[src/rtl/definitions.sv]
// Shared constants and FSM state encoding for the I2C memory target.
package definitions;

  localparam int ADDRWIDTH = 8;
  localparam int DATAWIDTH = 8;
  localparam logic [6:0] I2C_DEV_ADDR = 7'h50;

  typedef logic [3:0] i2c_tgt_state_e;

  localparam i2c_tgt_state_e ST_IDLE      = 4'd0;
  localparam i2c_tgt_state_e ST_DEV_ADDR  = 4'd1;
  localparam i2c_tgt_state_e ST_DEV_ACK   = 4'd2;
  localparam i2c_tgt_state_e ST_REG_ADDR  = 4'd3;
  localparam i2c_tgt_state_e ST_REG_ACK   = 4'd4;
  localparam i2c_tgt_state_e ST_WR_DATA   = 4'd5;
  localparam i2c_tgt_state_e ST_WR_ACK    = 4'd6;
  localparam i2c_tgt_state_e ST_RD_LOAD   = 4'd7;
  localparam i2c_tgt_state_e ST_RD_DATA   = 4'd8;
  localparam i2c_tgt_state_e ST_RD_ACK    = 4'd9;
  localparam i2c_tgt_state_e ST_WAIT_STOP = 4'd10;

endpackage

[src/rtl/i2c_line_sync.sv]
// Two-flop synchronizer for SCL/SDA plus registered edge, START and STOP detection.
// Events are single-cycle pulses appearing 3 clk after the pin change.
module i2c_line_sync (
  input  logic clk,
  input  logic reset,
  input  logic scl_in,
  input  logic sda_in,
  output logic sda_sync,
  output logic scl_rise,
  output logic scl_fall,
  output logic start_det,
  output logic stop_det
);

  // [0],[1] are the synchronizer stages, [2] is the previous synced value
  logic [2:0] scl_q;
  logic [2:0] sda_q;
  logic       sda_sync_q;
  logic       scl_rise_q;
  logic       scl_fall_q;
  logic       start_det_q;
  logic       stop_det_q;

  always_ff @(posedge clk or negedge reset) begin
    if (!reset) begin
      scl_q       <= 3'b111;
      sda_q       <= 3'b111;
      sda_sync_q  <= 1'b1;
      scl_rise_q  <= 1'b0;
      scl_fall_q  <= 1'b0;
      start_det_q <= 1'b0;
      stop_det_q  <= 1'b0;
    end else begin
      scl_q       <= {scl_q[1:0], scl_in};
      sda_q       <= {sda_q[1:0], sda_in};
      sda_sync_q  <= sda_q[1];
      scl_rise_q  <= scl_q[1] & ~scl_q[2];
      scl_fall_q  <= ~scl_q[1] & scl_q[2];
      start_det_q <= scl_q[1] & scl_q[2] & sda_q[2] & ~sda_q[1];
      stop_det_q  <= scl_q[1] & scl_q[2] & ~sda_q[2] & sda_q[1];
    end
  end

  assign sda_sync  = sda_sync_q;
  assign scl_rise  = scl_rise_q;
  assign scl_fall  = scl_fall_q;
  assign start_det = start_det_q;
  assign stop_det  = stop_det_q;

endmodule

[src/rtl/i2c_mem_target.sv]
// I2C target bridging a device-address/register-address protocol onto a simple memory port.
// Optional macro I2C_AUTO_INC_EN: address pointer advances after every data byte.
module i2c_mem_target
  import definitions::*;
#(
  parameter logic [6:0] DEV_ADDR  = I2C_DEV_ADDR,
  parameter int         ADDRWIDTH = definitions::ADDRWIDTH,
  parameter int         DATAWIDTH = definitions::DATAWIDTH,
  parameter int         READ_LAT  = 1
) (
  input  logic                 clk,
  input  logic                 reset,
  input  logic                 scl_in,
  input  logic                 sda_in,
  output logic                 sda_oe,
  output logic                 mem_wr_en,
  output logic                 mem_rd_en,
  output logic [ADDRWIDTH-1:0] mem_addr,
  output logic [DATAWIDTH-1:0] mem_wdata,
  input  logic [DATAWIDTH-1:0] mem_rdata,
  output logic                 busy
);

`ifdef I2C_AUTO_INC_EN
  localparam logic AUTO_INC = 1'b1;
`else
  localparam logic AUTO_INC = 1'b0;
`endif

  logic sda_s, scl_rise, scl_fall, start_det, stop_det;

  i2c_line_sync u_sync (
    .clk       (clk),
    .reset     (reset),
    .scl_in    (scl_in),
    .sda_in    (sda_in),
    .sda_sync  (sda_s),
    .scl_rise  (scl_rise),
    .scl_fall  (scl_fall),
    .start_det (start_det),
    .stop_det  (stop_det)
  );

  i2c_tgt_state_e       state_q, state_d;
  logic [3:0]           bit_cnt_q, bit_cnt_d;
  logic [7:0]           shift_q, shift_d;
  logic [7:0]           tx_q, tx_d;
  logic [ADDRWIDTH-1:0] addr_ptr_q, addr_ptr_d;
  logic                 rw_q, rw_d;
  logic                 phase_q, phase_d;
  logic [3:0]           rd_cnt_q, rd_cnt_d;
  logic                 busy_q, busy_d;
  logic                 sda_oe_q, sda_oe_d;
  logic                 mem_wr_en_q, mem_wr_en_d;
  logic                 mem_rd_en_q, mem_rd_en_d;
  logic [ADDRWIDTH-1:0] mem_addr_q, mem_addr_d;
  logic [DATAWIDTH-1:0] mem_wdata_q, mem_wdata_d;
  logic [7:0]           byte_in;
  logic                 rd_issue;

  always_comb begin
    state_d     = state_q;
    bit_cnt_d   = bit_cnt_q;
    shift_d     = shift_q;
    tx_d        = tx_q;
    addr_ptr_d  = addr_ptr_q;
    rw_d        = rw_q;
    phase_d     = phase_q;
    rd_cnt_d    = rd_cnt_q;
    busy_d      = busy_q;
    sda_oe_d    = sda_oe_q;
    mem_wr_en_d = 1'b0;
    mem_rd_en_d = 1'b0;
    mem_addr_d  = mem_addr_q;
    mem_wdata_d = mem_wdata_q;
    rd_issue    = 1'b0;
    byte_in     = {shift_q[6:0], sda_s};

    if (start_det) begin
      state_d   = ST_DEV_ADDR;
      bit_cnt_d = '0;
      phase_d   = 1'b0;
      busy_d    = 1'b0;
      sda_oe_d  = 1'b0;
    end else if (stop_det) begin
      state_d   = ST_IDLE;
      bit_cnt_d = '0;
      phase_d   = 1'b0;
      busy_d    = 1'b0;
      sda_oe_d  = 1'b0;
    end else begin
      case (state_q)
        ST_DEV_ADDR, ST_REG_ADDR, ST_WR_DATA: begin
          if (scl_rise) begin
            shift_d   = byte_in;
            bit_cnt_d = bit_cnt_q + 4'd1;
            if (bit_cnt_q == 4'd7) begin
              bit_cnt_d = '0;
              phase_d   = 1'b0;
              case (state_q)
                ST_DEV_ADDR: begin
                  if (byte_in[7:1] == DEV_ADDR) begin
                    state_d = ST_DEV_ACK;
                    rw_d    = byte_in[0];
                    busy_d  = 1'b1;
                  end else begin
                    state_d = ST_WAIT_STOP;
                  end
                end
                ST_REG_ADDR: begin
                  addr_ptr_d = byte_in[ADDRWIDTH-1:0];
                  state_d    = ST_REG_ACK;
                end
                default: begin
                  mem_wr_en_d = 1'b1;
                  mem_addr_d  = addr_ptr_q;
                  mem_wdata_d = byte_in;
                  if (AUTO_INC) addr_ptr_d = addr_ptr_q + ADDRWIDTH'(1);
                  state_d     = ST_WR_ACK;
                end
              endcase
            end
          end
        end

        // First fall after the byte drives ACK; the fall after the ACK clock releases it
        ST_DEV_ACK, ST_REG_ACK, ST_WR_ACK: begin
          if (scl_fall) begin
            if (!phase_q) begin
              sda_oe_d = 1'b1;
              phase_d  = 1'b1;
            end else begin
              sda_oe_d = 1'b0;
              phase_d  = 1'b0;
              if (state_q != ST_DEV_ACK) state_d = ST_WR_DATA;
              else if (rw_q)             rd_issue = 1'b1;
              else                       state_d = ST_REG_ADDR;
            end
          end
        end

        // Data is fetched inside the SCL low period, so the MSB goes out without waiting for a fall
        ST_RD_LOAD: begin
          if (rd_cnt_q == 4'(READ_LAT)) begin
            tx_d      = mem_rdata;
            sda_oe_d  = ~mem_rdata[7];
            bit_cnt_d = '0;
            state_d   = ST_RD_DATA;
          end else begin
            rd_cnt_d = rd_cnt_q + 4'd1;
          end
        end

        ST_RD_DATA: begin
          if (scl_rise) begin
            bit_cnt_d = bit_cnt_q + 4'd1;
          end else if (scl_fall) begin
            if (bit_cnt_q == 4'd8) begin
              sda_oe_d  = 1'b0;
              bit_cnt_d = '0;
              phase_d   = 1'b0;
              state_d   = ST_RD_ACK;
            end else begin
              tx_d     = {tx_q[6:0], 1'b0};
              sda_oe_d = ~tx_q[6];
            end
          end
        end

        ST_RD_ACK: begin
          if (!phase_q) begin
            if (scl_rise) begin
              if (sda_s) state_d = ST_WAIT_STOP;
              else       phase_d = 1'b1;
            end
          end else if (scl_fall) begin
            phase_d  = 1'b0;
            rd_issue = 1'b1;
          end
        end

        default: ;
      endcase
    end

    if (rd_issue) begin
      state_d     = ST_RD_LOAD;
      mem_rd_en_d = 1'b1;
      mem_addr_d  = addr_ptr_q;
      rd_cnt_d    = '0;
      if (AUTO_INC) addr_ptr_d = addr_ptr_q + ADDRWIDTH'(1);
    end
  end

  always_ff @(posedge clk or negedge reset) begin
    if (!reset) begin
      state_q     <= ST_IDLE;
      bit_cnt_q   <= '0;
      shift_q     <= '0;
      tx_q        <= '0;
      addr_ptr_q  <= '0;
      rw_q        <= 1'b0;
      phase_q     <= 1'b0;
      rd_cnt_q    <= '0;
      busy_q      <= 1'b0;
      sda_oe_q    <= 1'b0;
      mem_wr_en_q <= 1'b0;
      mem_rd_en_q <= 1'b0;
      mem_addr_q  <= '0;
      mem_wdata_q <= '0;
    end else begin
      state_q     <= state_d;
      bit_cnt_q   <= bit_cnt_d;
      shift_q     <= shift_d;
      tx_q        <= tx_d;
      addr_ptr_q  <= addr_ptr_d;
      rw_q        <= rw_d;
      phase_q     <= phase_d;
      rd_cnt_q    <= rd_cnt_d;
      busy_q      <= busy_d;
      sda_oe_q    <= sda_oe_d;
      mem_wr_en_q <= mem_wr_en_d;
      mem_rd_en_q <= mem_rd_en_d;
      mem_addr_q  <= mem_addr_d;
      mem_wdata_q <= mem_wdata_d;
    end
  end

  assign sda_oe    = sda_oe_q;
  assign mem_wr_en = mem_wr_en_q;
  assign mem_rd_en = mem_rd_en_q;
  assign mem_addr  = mem_addr_q;
  assign mem_wdata = mem_wdata_q;
  assign busy      = busy_q;

endmodule
[config.mk]
export PLATFORM = sky130hd
export DESIGN_NAME = i2c_mem_target
export DESIGN_NICKNAME = d
export VERILOG_FILES = /design/src/rtl/definitions.sv /design/src/rtl/i2c_line_sync.sv /design/src/rtl/i2c_mem_target.sv
export SDC_FILE = /design/constraint.sdc
export NUM_CORES = 1
export LEC_CHECK = 0
export CORE_MARGIN = 8
export CORE_UTILIZATION = 50
export CTS_CLUSTER_DIAMETER = 150
export DETAILED_ROUTE_END_ITERATION = 10
export GPL_TIMING_DRIVEN = 0
export PLACE_DENSITY = 0.72
export SYNTH_ARGS = -nofsm -noshare
export SYNTH_HDL_FRONTEND = slang
export SYNTH_SLANG_ARGS = --single-unit
[constraint.sdc]
create_clock -name clk -period 5.1 [get_ports clk]
set_input_delay 0.765 -clock clk [delete_from_list [all_inputs] [get_ports clk]]
set_output_delay 0.765 -clock clk [all_outputs]
set_load 0.02 [all_outputs]
==> flow_summary.ini, run 1 <==
[status]
outcome = completed

[routing]
wl_per_cell_um = 15.9
viasPerCell = 5.55
ant_nets = 0
drc = 0
drtIter0Drc = 150
firstDrtPassIters = 4
wl_um = 6420
vias = 2241

[synth]
ys_ff_latch = 66
yosysUniqueCellTypes = 53
synthArstFlopShare_pct = 100
yosysTopAreaCellShare_pct = 48.7
ys_top_cells_by_area = dfrtp_1 (49%), mux2_2 (11%), dfstp_2 (5.1%), nand2_1 (4.5%), nor2_1 (2.3%)
ys_warn_count = 0
synthMostInstantiatedCell = dfrtp_1
netlist_top_cells_count = dfrtp_1 (60), nand2_1 (37), mux2_2 (30)
synth_area_um2 = 3080
synthFlopType = dfrtp_1
netlist_instances = 282
synth_nets = 298
synth_area_per_cell_um2 = 10.9
yosysTopAreaCell = dfrtp_1
synth_seq_area_share_pct = 53.8
synth_edf_count = 0

[worst_setup_path]
path_class = reg -> reg
cp_data_arrival_time_ns = 2.43
critPathCaptureType = flip-flop
critPathMaxFanout = 10
critPathRequiredTime_ns = 5.32
worstSetupStartpointType = flip-flop
reg2regPathDepth = 6

[sta]
min_period_ns = 2.21
tns_ns = 0
timing.slew.headroom_pct = 46.2
rsz0062_at_grt = false
finalCritPeriodShare_pct = 43.3
hold_violations = 0
finalMaxSlewViolations = 0
tightest_slew_ns = 0.807
skew_ns = 0.00850
fmaxAchievable_mhz = 453
setup_viol = 0

[die]
rows = 28
die_x_um = 94.5
initial_core_util_pct = 51.8
die_h_um = 94.5
core_um2 = 5960
die_area_um2 = 8940
io_pins = 32

[global_routing]
grt_max_degree = 67
grt_pass1_vias = 2250
grt_overflow = 0
grt_pass1_wl_um = 11000
antenna_found_initial = 0
grt_use_total_pct = 15.8

[clock_network]
cts_max_level = 3
cts_tree = built
path_clk_slew_ns = 0.07
post-cts-setup-buffers = 0
clockBufferDepth = 2
cts_hold_buffers = 0
clk_latency_ns = 0.34
cts_root_buf = clkbuf_8
numCtsBuffers = 9
ctsResizeCount = 0
clock_sinks = 66

[layout]
final_area_um2 = 3710
antenna_cells = 0
finalNetCount = 340
post-route-util_pct = 62.3
drive_above_1_share_pct = 21.9
area_growth_pct = 20.4

[placed_design]
port_buffers = 31
hpwl_um = 4320
finalWeightedCongestion = 0.877
dpl_cell_area_um2 = 3490

[pwr]
power_density_nw_per_um2 = 460
p_leak_nw = 1.68
ir_worst_vdd_mv = 0.231

[worst_hold_path]
min_path_type = reg -> reg
hold_depth = 0

[flow_run]
cap_violations = 0
-- cell usage in the layout, fill, tap and decap left out, types with 4 or more instances in the layout --
| cell type | n |
|---|---|
| nor3_1 | 5 |
| o21ai_0 | 12 |
| nand3_1 | 9 |
| ha_1 | 4 |
| a21oi_1 | 8 |
| nor2_1 | 19 |
| nor2b_1 | 5 |
| a31oi_1 | 9 |
| inv_1 | 9 |
| buf_2 | 5 |
| dfstp_2 | 6 |
| mux2_2 | 30 |
| clkbuf_1 | 4 |
| clkbuf_8 | 10 |
| clkdlybuf4s50_1 | 30 |
| dfrtp_1 | 60 |
| nand2_1 | 37 |
-- final timing paths --
| check | start | to | slack [ns] |
|---|---|---|---|
| min in group asynchronous | reset | rd_cnt_q[2] | 0.51 |
| min reg2reg | u_sync.sda_q[0] | u_sync.sda_q[1] | 0.36 |
| max | state_q[3] | mem_addr[4] | 2.89 |
| max in group asynchronous | reset | busy | 4.05 |
| max reg2reg | state_q[3] | mem_addr[4] | 2.89 |
| min | u_sync.sda_q[0] | u_sync.sda_q[1] | 0.36 |
-- stage by stage --
stage / setup WS (ns) / hold slack (ns) / total power, W / std cells
after detailed placement: 2.94 / 0.350 / 0.00121 / 388
after global routing: 2.79 / 0.364 / 0.00182 / 404
after CTS: 2.89 / 0.360 / 0.00172 / 404
after floorplan: 3.17 / 0.345 / 0.00108 / 282
after global placement: 1.10 / 0.345 / 0.00120 / 388
final: 2.89 / 0.358 / 0.00171 / 404
-- per-layer routing --
| layer | track usage, % | vias to the layer above | wire length, µm |
|---|---|---|---|
| li1 | - | 1085 | - |
| met1 | 21.0 | 1100 | 3140 |
| met2 | 23.4 | 48 | 2860 |
| met3 | 4.76 | 8 | 325 |
| met4 | 6.76 | 0 | 89 |
| met5 | 0 | - | 0 |
-- kinds of logic after synthesis --
logic type                 count (synthesis)  share of synthesized area [%]
AOI/OAI and AO/OA                         54                           12.3
DFF                                       66                           53.8
adders and majority gates                  4                           1.62
buffers and inverters                     21                           3.24
muxes                                     31                           11.3
xor gates and xnor gates                   5                           1.42
and+or+nand+nor                          101                           16.4
-- worst max-delay path, cell delays in order, from the launching register on --
cell and delay, ns:
dfrtp_1 0.39, buf_2 0.19, nand4bb_1 0.21, a211oi_1 0.39, nand2_1 0.15, nand2_1 0.36, mux2_2 0.39
-- registers in the layout, indices dropped and copies added (netlist names) --
| name | count |
|---|---|
| tx_q | 7 |
| mem_wdata | 8 |
| u_sync.stop_det | 1 |
| bit_cnt_q | 4 |
| busy | 1 |
| u_sync.scl_fall | 1 |
| u_sync.scl_q | 3 |
| mem_wr_en | 1 |
| sda_oe | 1 |
| phase_q | 1 |
| addr_ptr_q | 8 |
| u_sync.start_det | 1 |
| state_q | 4 |
| shift_q | 7 |
| u_sync.sda_q | 3 |
| rd_cnt_q | 4 |
| u_sync.scl_rise | 1 |
| mem_rd_en | 1 |
| rw_q | 1 |
| mem_addr | 8 |
-- layout make-up --
type,instances,area [µm²]
buffer,12,66.3
tap,75,93.8
timing repair buffer,31,308
clock buffer,10,138
multi-input combinational,195,1330
inverter,9,33.8
clock inverter,6,88.8
fill,508,2240
sequential,66,1660
-- power by group --
part           internal (W)  total [W]  leakage (nW)  switching (W)
combinational      0.000226   0.000511         0.723       0.000285
clock              0.000289   0.000499         0.109       0.000209
sequential         0.000618   0.000697         0.843      0.0000791
total               0.00113    0.00171          1.68       0.000574
No activity file was read; power rests on OpenSTA's default activity.
==> run 2, diff against run 1 <==
- clock period: 5.1 -> 2.06 ns (I/O delays scaled with it)
==> flow_summary.ini, run 2 (synthesized netlist as in run 1, its figures left out) <==
[status]
outcome = completed

[flow_run]
cap_violations = 0

[die]
die_area_um2 = 8940
core_um2 = 5960
rows = 28
io_pins = 32
die_h_um = 94.5
die_x_um = 94.5
initial_core_util_pct = 51.8

[pwr]
ir_worst_vdd_mv = 0.575
p_leak_nw = 1.71
p_sw_share_pct = 33.7
internal-power_w = 0.00290
comb_power_share_pct = 32.2
p_sw_w = 0.00147
seq_power_share_pct = 39.6
clock_power_share_pct = 28.2
power_density_nw_per_um2 = 1150

[global_routing]
antenna_found_initial = 0
grt_overflow = 0
grt_max_degree = 67
grt_pass1_wl_um = 11100
grt_use_total_pct = 16.0
grt_pass1_vias = 2273

[layout]
final_common_cell = dfrtp_1
final_cell_mix = dfrtp_1 (60), nand2_1 (36), mux2_2 (30), clkdlybuf4s50_1 (30), nor2_1 (18)
multi_input_area_um2 = 1370
antenna_cells = 0
fillCellCount = 499
area_growth_pct = 23.7
drive_above_1_share_pct = 26.2
finalNetCount = 347
post-route-util_pct = 64.1
regArea_um2 = 1660

[sta]
fmaxAchievable_mhz = 494
rsz0062_at_grt = true
tns_ns = 0
tightest_slew_ns = 0.801
hold_violations = 0
min_period_ns = 2.03
finalCritPeriodShare_pct = 98.3
setup_viol = 0
skew_ns = 0.00780
timing.slew.headroom_pct = 46.6
finalMaxSlewViolations = 0

[worst_setup_path]
r2r-end = state_q[0]
critPathMaxFanout = 3
r2r_start = bit_cnt_q[0]
critPathRequiredTime_ns = 2.29
reg2regPathDepth = 8
reg2reg_setup_slack_ns = 0.03
cp_data_arrival_time_ns = 2.25
path_class = reg -> reg
critPathCaptureType = flip-flop
worstSetupStartpointType = flip-flop

[clock_network]
cts_tree = built
path_clk_slew_ns = 0.07
clock_sinks = 66
numCtsBuffers = 9
cts_max_level = 3
clockBufferDepth = 2
cts_root_buf = clkbuf_8
clk_latency_ns = 0.34

[routing]
drc = 0
wl_per_cell_um = 15.8
viasPerCell = 5.46
firstDrtPassIters = 6
vias = 2246
drtIter0Drc = 115
wl_um = 6500
ant_nets = 0

[placed_design]
finalWeightedCongestion = 0.877
port_buffers = 31
hpwl_um = 4320

[worst_hold_path]
min_path_type = in -> async
[run 2: power by group through the flow]
stage          clock network [W]  logic [W]  registers, W
2_1_floorplan                  0   0.000960       0.00171
3_3_place_gp                   0    0.00123       0.00174
3_5_place_dp                   0    0.00125       0.00175
4_1_cts                  0.00127    0.00128       0.00173
5_1_grt                  0.00132    0.00157       0.00176
6_report                 0.00123    0.00141       0.00173
[run 2: worst max-delay path by stage]
stage                 start     endpoint  slack, ns
2_1_floorplan    state_q[1]   state_q[0]       0.13
3_3_place_gp          reset  mem_addr[0]      -1.49
3_5_place_dp     state_q[3]  mem_addr[4]      -0.10
4_1_cts        bit_cnt_q[0]   state_q[2]      0.007
5_1_grt          state_q[3]   state_q[1]      -0.07
6_report       bit_cnt_q[0]   state_q[0]       0.03
[run 2: stage by stage]
stage	hold slack, ns	worst slack (ns)	power, W	std cells	instance area [µm²]
after floorplan	0.0134	0.129	0.00267	282	3080
after global placement	0.345	-1.49	0.00296	388	3490
after detailed placement	0.350	-0.101	0.00300	388	3490
after CTS	0.0875	0.00664	0.00428	404	3730
after global routing	0.123	-0.0693	0.00466	411	3810
final	0.0601	0.0341	0.00437	411	3810
[run 2: per-layer routing]
metal,wire (µm),global-route usage (%)
met1,3010,21.1
met2,3020,23.8
met3,383,4.76
met4,88,6.89
met5,0,0
[run 2: worst max-delay path, stage by stage, from the launching register on]
cell and delay [ns]:
dfrtp_1 0.39, inv_2 0.06, ha_2 0.17, and3b_2 0.21
o211a_1 0.26, a21oi_2 0.15, o21ai_1 0.09, a21bo_2 0.25
mux2_2 0.33
[run 2: area by class of cell]
cell class	instances	area share, %
Sequential cell	66	43.5
Multi-Input combinational cell	195	35.9
Timing Repair Buffer	38	9.45
Clock buffer	10	3.61
Tap cell	75	2.46
Clock inverter	6	2.33
Buffer	12	1.84
Inverter	9	0.886
[run 2: repair_timing]
item | CTS | global route
hold endpoints to repair | 0 | 0
gates resized for setup | 4 | 13
setup endpoints to repair | 12 | 31
buffers inserted | 0 | 7
pin swaps | 0 | 4
hold buffers | 0 | 0
==> run 3, diff against run 2 <==
- CELL_PAD_IN_SITES_DETAIL_PLACEMENT: not set -> 2
- CELL_PAD_IN_SITES_GLOBAL_PLACEMENT: not set -> 2
- CORE_UTILIZATION: 50 -> 37
- PLACE_DENSITY: 0.72 -> 0.83
==> flow_summary.ini, run 3 (synthesized netlist as in run 1, its figures left out) <==
[layout]
post-route-util_pct = 50.4
final_area_um2 = 4100
final_cell_mix = dfrtp_1 (58), nand2_1 (32), clkdlybuf4s50_1 (30)
final_common_cell = dfrtp_1
finalNetCount = 356
multi_input_area_um2 = 1510
antenna_cells = 0
regArea_um2 = 1660
drive_above_1_share_pct = 35.4
area_growth_pct = 32.9
fillCellCount = 801

[worst_setup_path]
cp_num_buf_inv = 2
critPathRequiredTime_ns = 2.30
path_class = reg -> reg
crit_path_cell_trace = buf_6, buf_12, nor2_1, o211a_1, a21oi_2, o21ai_2, a21bo_4, mux2_4
critPathCaptureType = flip-flop
worstSetupStartpointType = flip-flop
cp_slowest_stage_delay_ns = 0.39
cpMaxStageDelayCell = dfrtp_1
reg2regPathDepth = 8
critPathMaxFanout = 5
critical_path.top_delay_family = compound AO/OA/AOI/OAI gates
cp_data_arrival_time_ns = 2.40
path_depth = 8

[clock_network]
cts_hold_buffers = 0
cts_tree = built
cts_max_level = 3
clockBufferDepth = 2
clk_latency_ns = 0.35
path_clk_slew_ns = 0.09
numCtsBuffers = 9
cts_root_buf = clkbuf_8
clock_sinks = 66

[routing]
vias = 2575
wl_um = 11000
drc = 0
viasPerCell = 5.72
drtIter0Drc = 123
firstDrtPassIters = 6
wl_per_cell_um = 24.5
ant_nets = 0

[pwr]
p_leak_nw = 1.80
power_density_nw_per_um2 = 1200
ir_worst_vdd_mv = 0.380

[sta]
fmaxAchievable_mhz = 463
setup_ws_ns = -0.101
rsz0062_at_grt = true
finalMaxSlewViolations = 0
finalCritPeriodShare_pct = 105
timing.slew.headroom_pct = 43.1
hold_violations = 0
min_period_ns = 2.16
tightest_slew_ns = 0.854
skew_ns = 0.0176
tns_ns = -0.325
setup_viol = 4

[global_routing]
grt_max_degree = 67
grt_pass1_wl_um = 14600
grt_pass1_vias = 2727
grt_use_total_pct = 16.3
antenna_found_initial = 0
grt_overflow = 0

[die]
die_h_um = 107
initial_core_util_pct = 37.9
die_area_um2 = 11500
core_um2 = 8130
io_pins = 32
rows = 33
die_x_um = 107

[placed_design]
port_buffers = 31
dpl_cell_area_um2 = 3520
preCtsSetupSlack_ns = -0.194
hpwl_um = 5930
finalWeightedCongestion = 0.856

[status]
outcome = finished with violations
failed_checks = negative setup slack

[flow_run]
cap_violations = 0

[worst_hold_path]
min_path_type = in -> async
## run 3: cell types whose count changed in the layout (fill, tap and decap cells not counted), moves of 3 or more
cell / delta
buf_4: +11
buf_2: -4
nand2_1: -4
nand2_2: +3
buf_12: +3
## run 3: report_power, final
| part | total [W] | internal, W | switching [W] |
|---|---|---|---|
| combinational | 0.00195 | 0.000876 | 0.00107 |
| clock | 0.00118 | 0.000580 | 0.000598 |
| sequential | 0.00179 | 0.00153 | 0.000261 |
## run 3: path summary, 6_finish.rpt
kind | startpoint | to | slack (ns)
worst max-delay path | state_q[1] | state_q[0] | -0.10
worst min-delay path | reset | mem_addr[3] | 0.06
worst max register to register | state_q[1] | state_q[0] | -0.10
worst min register to register | u_sync.scl_q[0] | u_sync.scl_q[1] | 0.36
max in group asynchronous | reset | bit_cnt_q[0] | 1.38
min in group clk | u_sync.scl_q[0] | u_sync.scl_q[1] | 0.36
## run 3: final cells by class
class	instances	share of cell area [%]
timing repair buffer	49	11.8
clock buffer	9	3.02
inverter	9	0.824
sequential	66	40.5
clock inverter	7	2.04
multi-input combinational	195	36.8
tap	105	3.20
buffer	10	1.74
## run 3: what timing repair did
item                       in CTS  in global routing
buffers inserted                3                 15
gates cloned                    0                  0
pin swaps                       1                 10
setup endpoints to repair      26                 42
gates resized for setup        15                 44
## run 3: per-stage QoR
step	instances	hold slack, ns	total power, W
2_1_floorplan	282	0.0134	0.00267
3_3_place_gp	418	0.345	0.00299
3_5_place_dp	418	0.349	0.00309
4_1_cts	436	0.0803	0.00441
5_1_grt	450	0.0969	0.00515
6_report	450	0.0575	0.00492
## run 3: layer usage
layer	GRT usage [%]	part of all wire [%]	up-vias
li1	-	-	1116
met1	19.7	41	1369
met2	27.1	53	63
met3	3.17	3.4	27
met4	8.44	3.1	0
met5	0	0	-
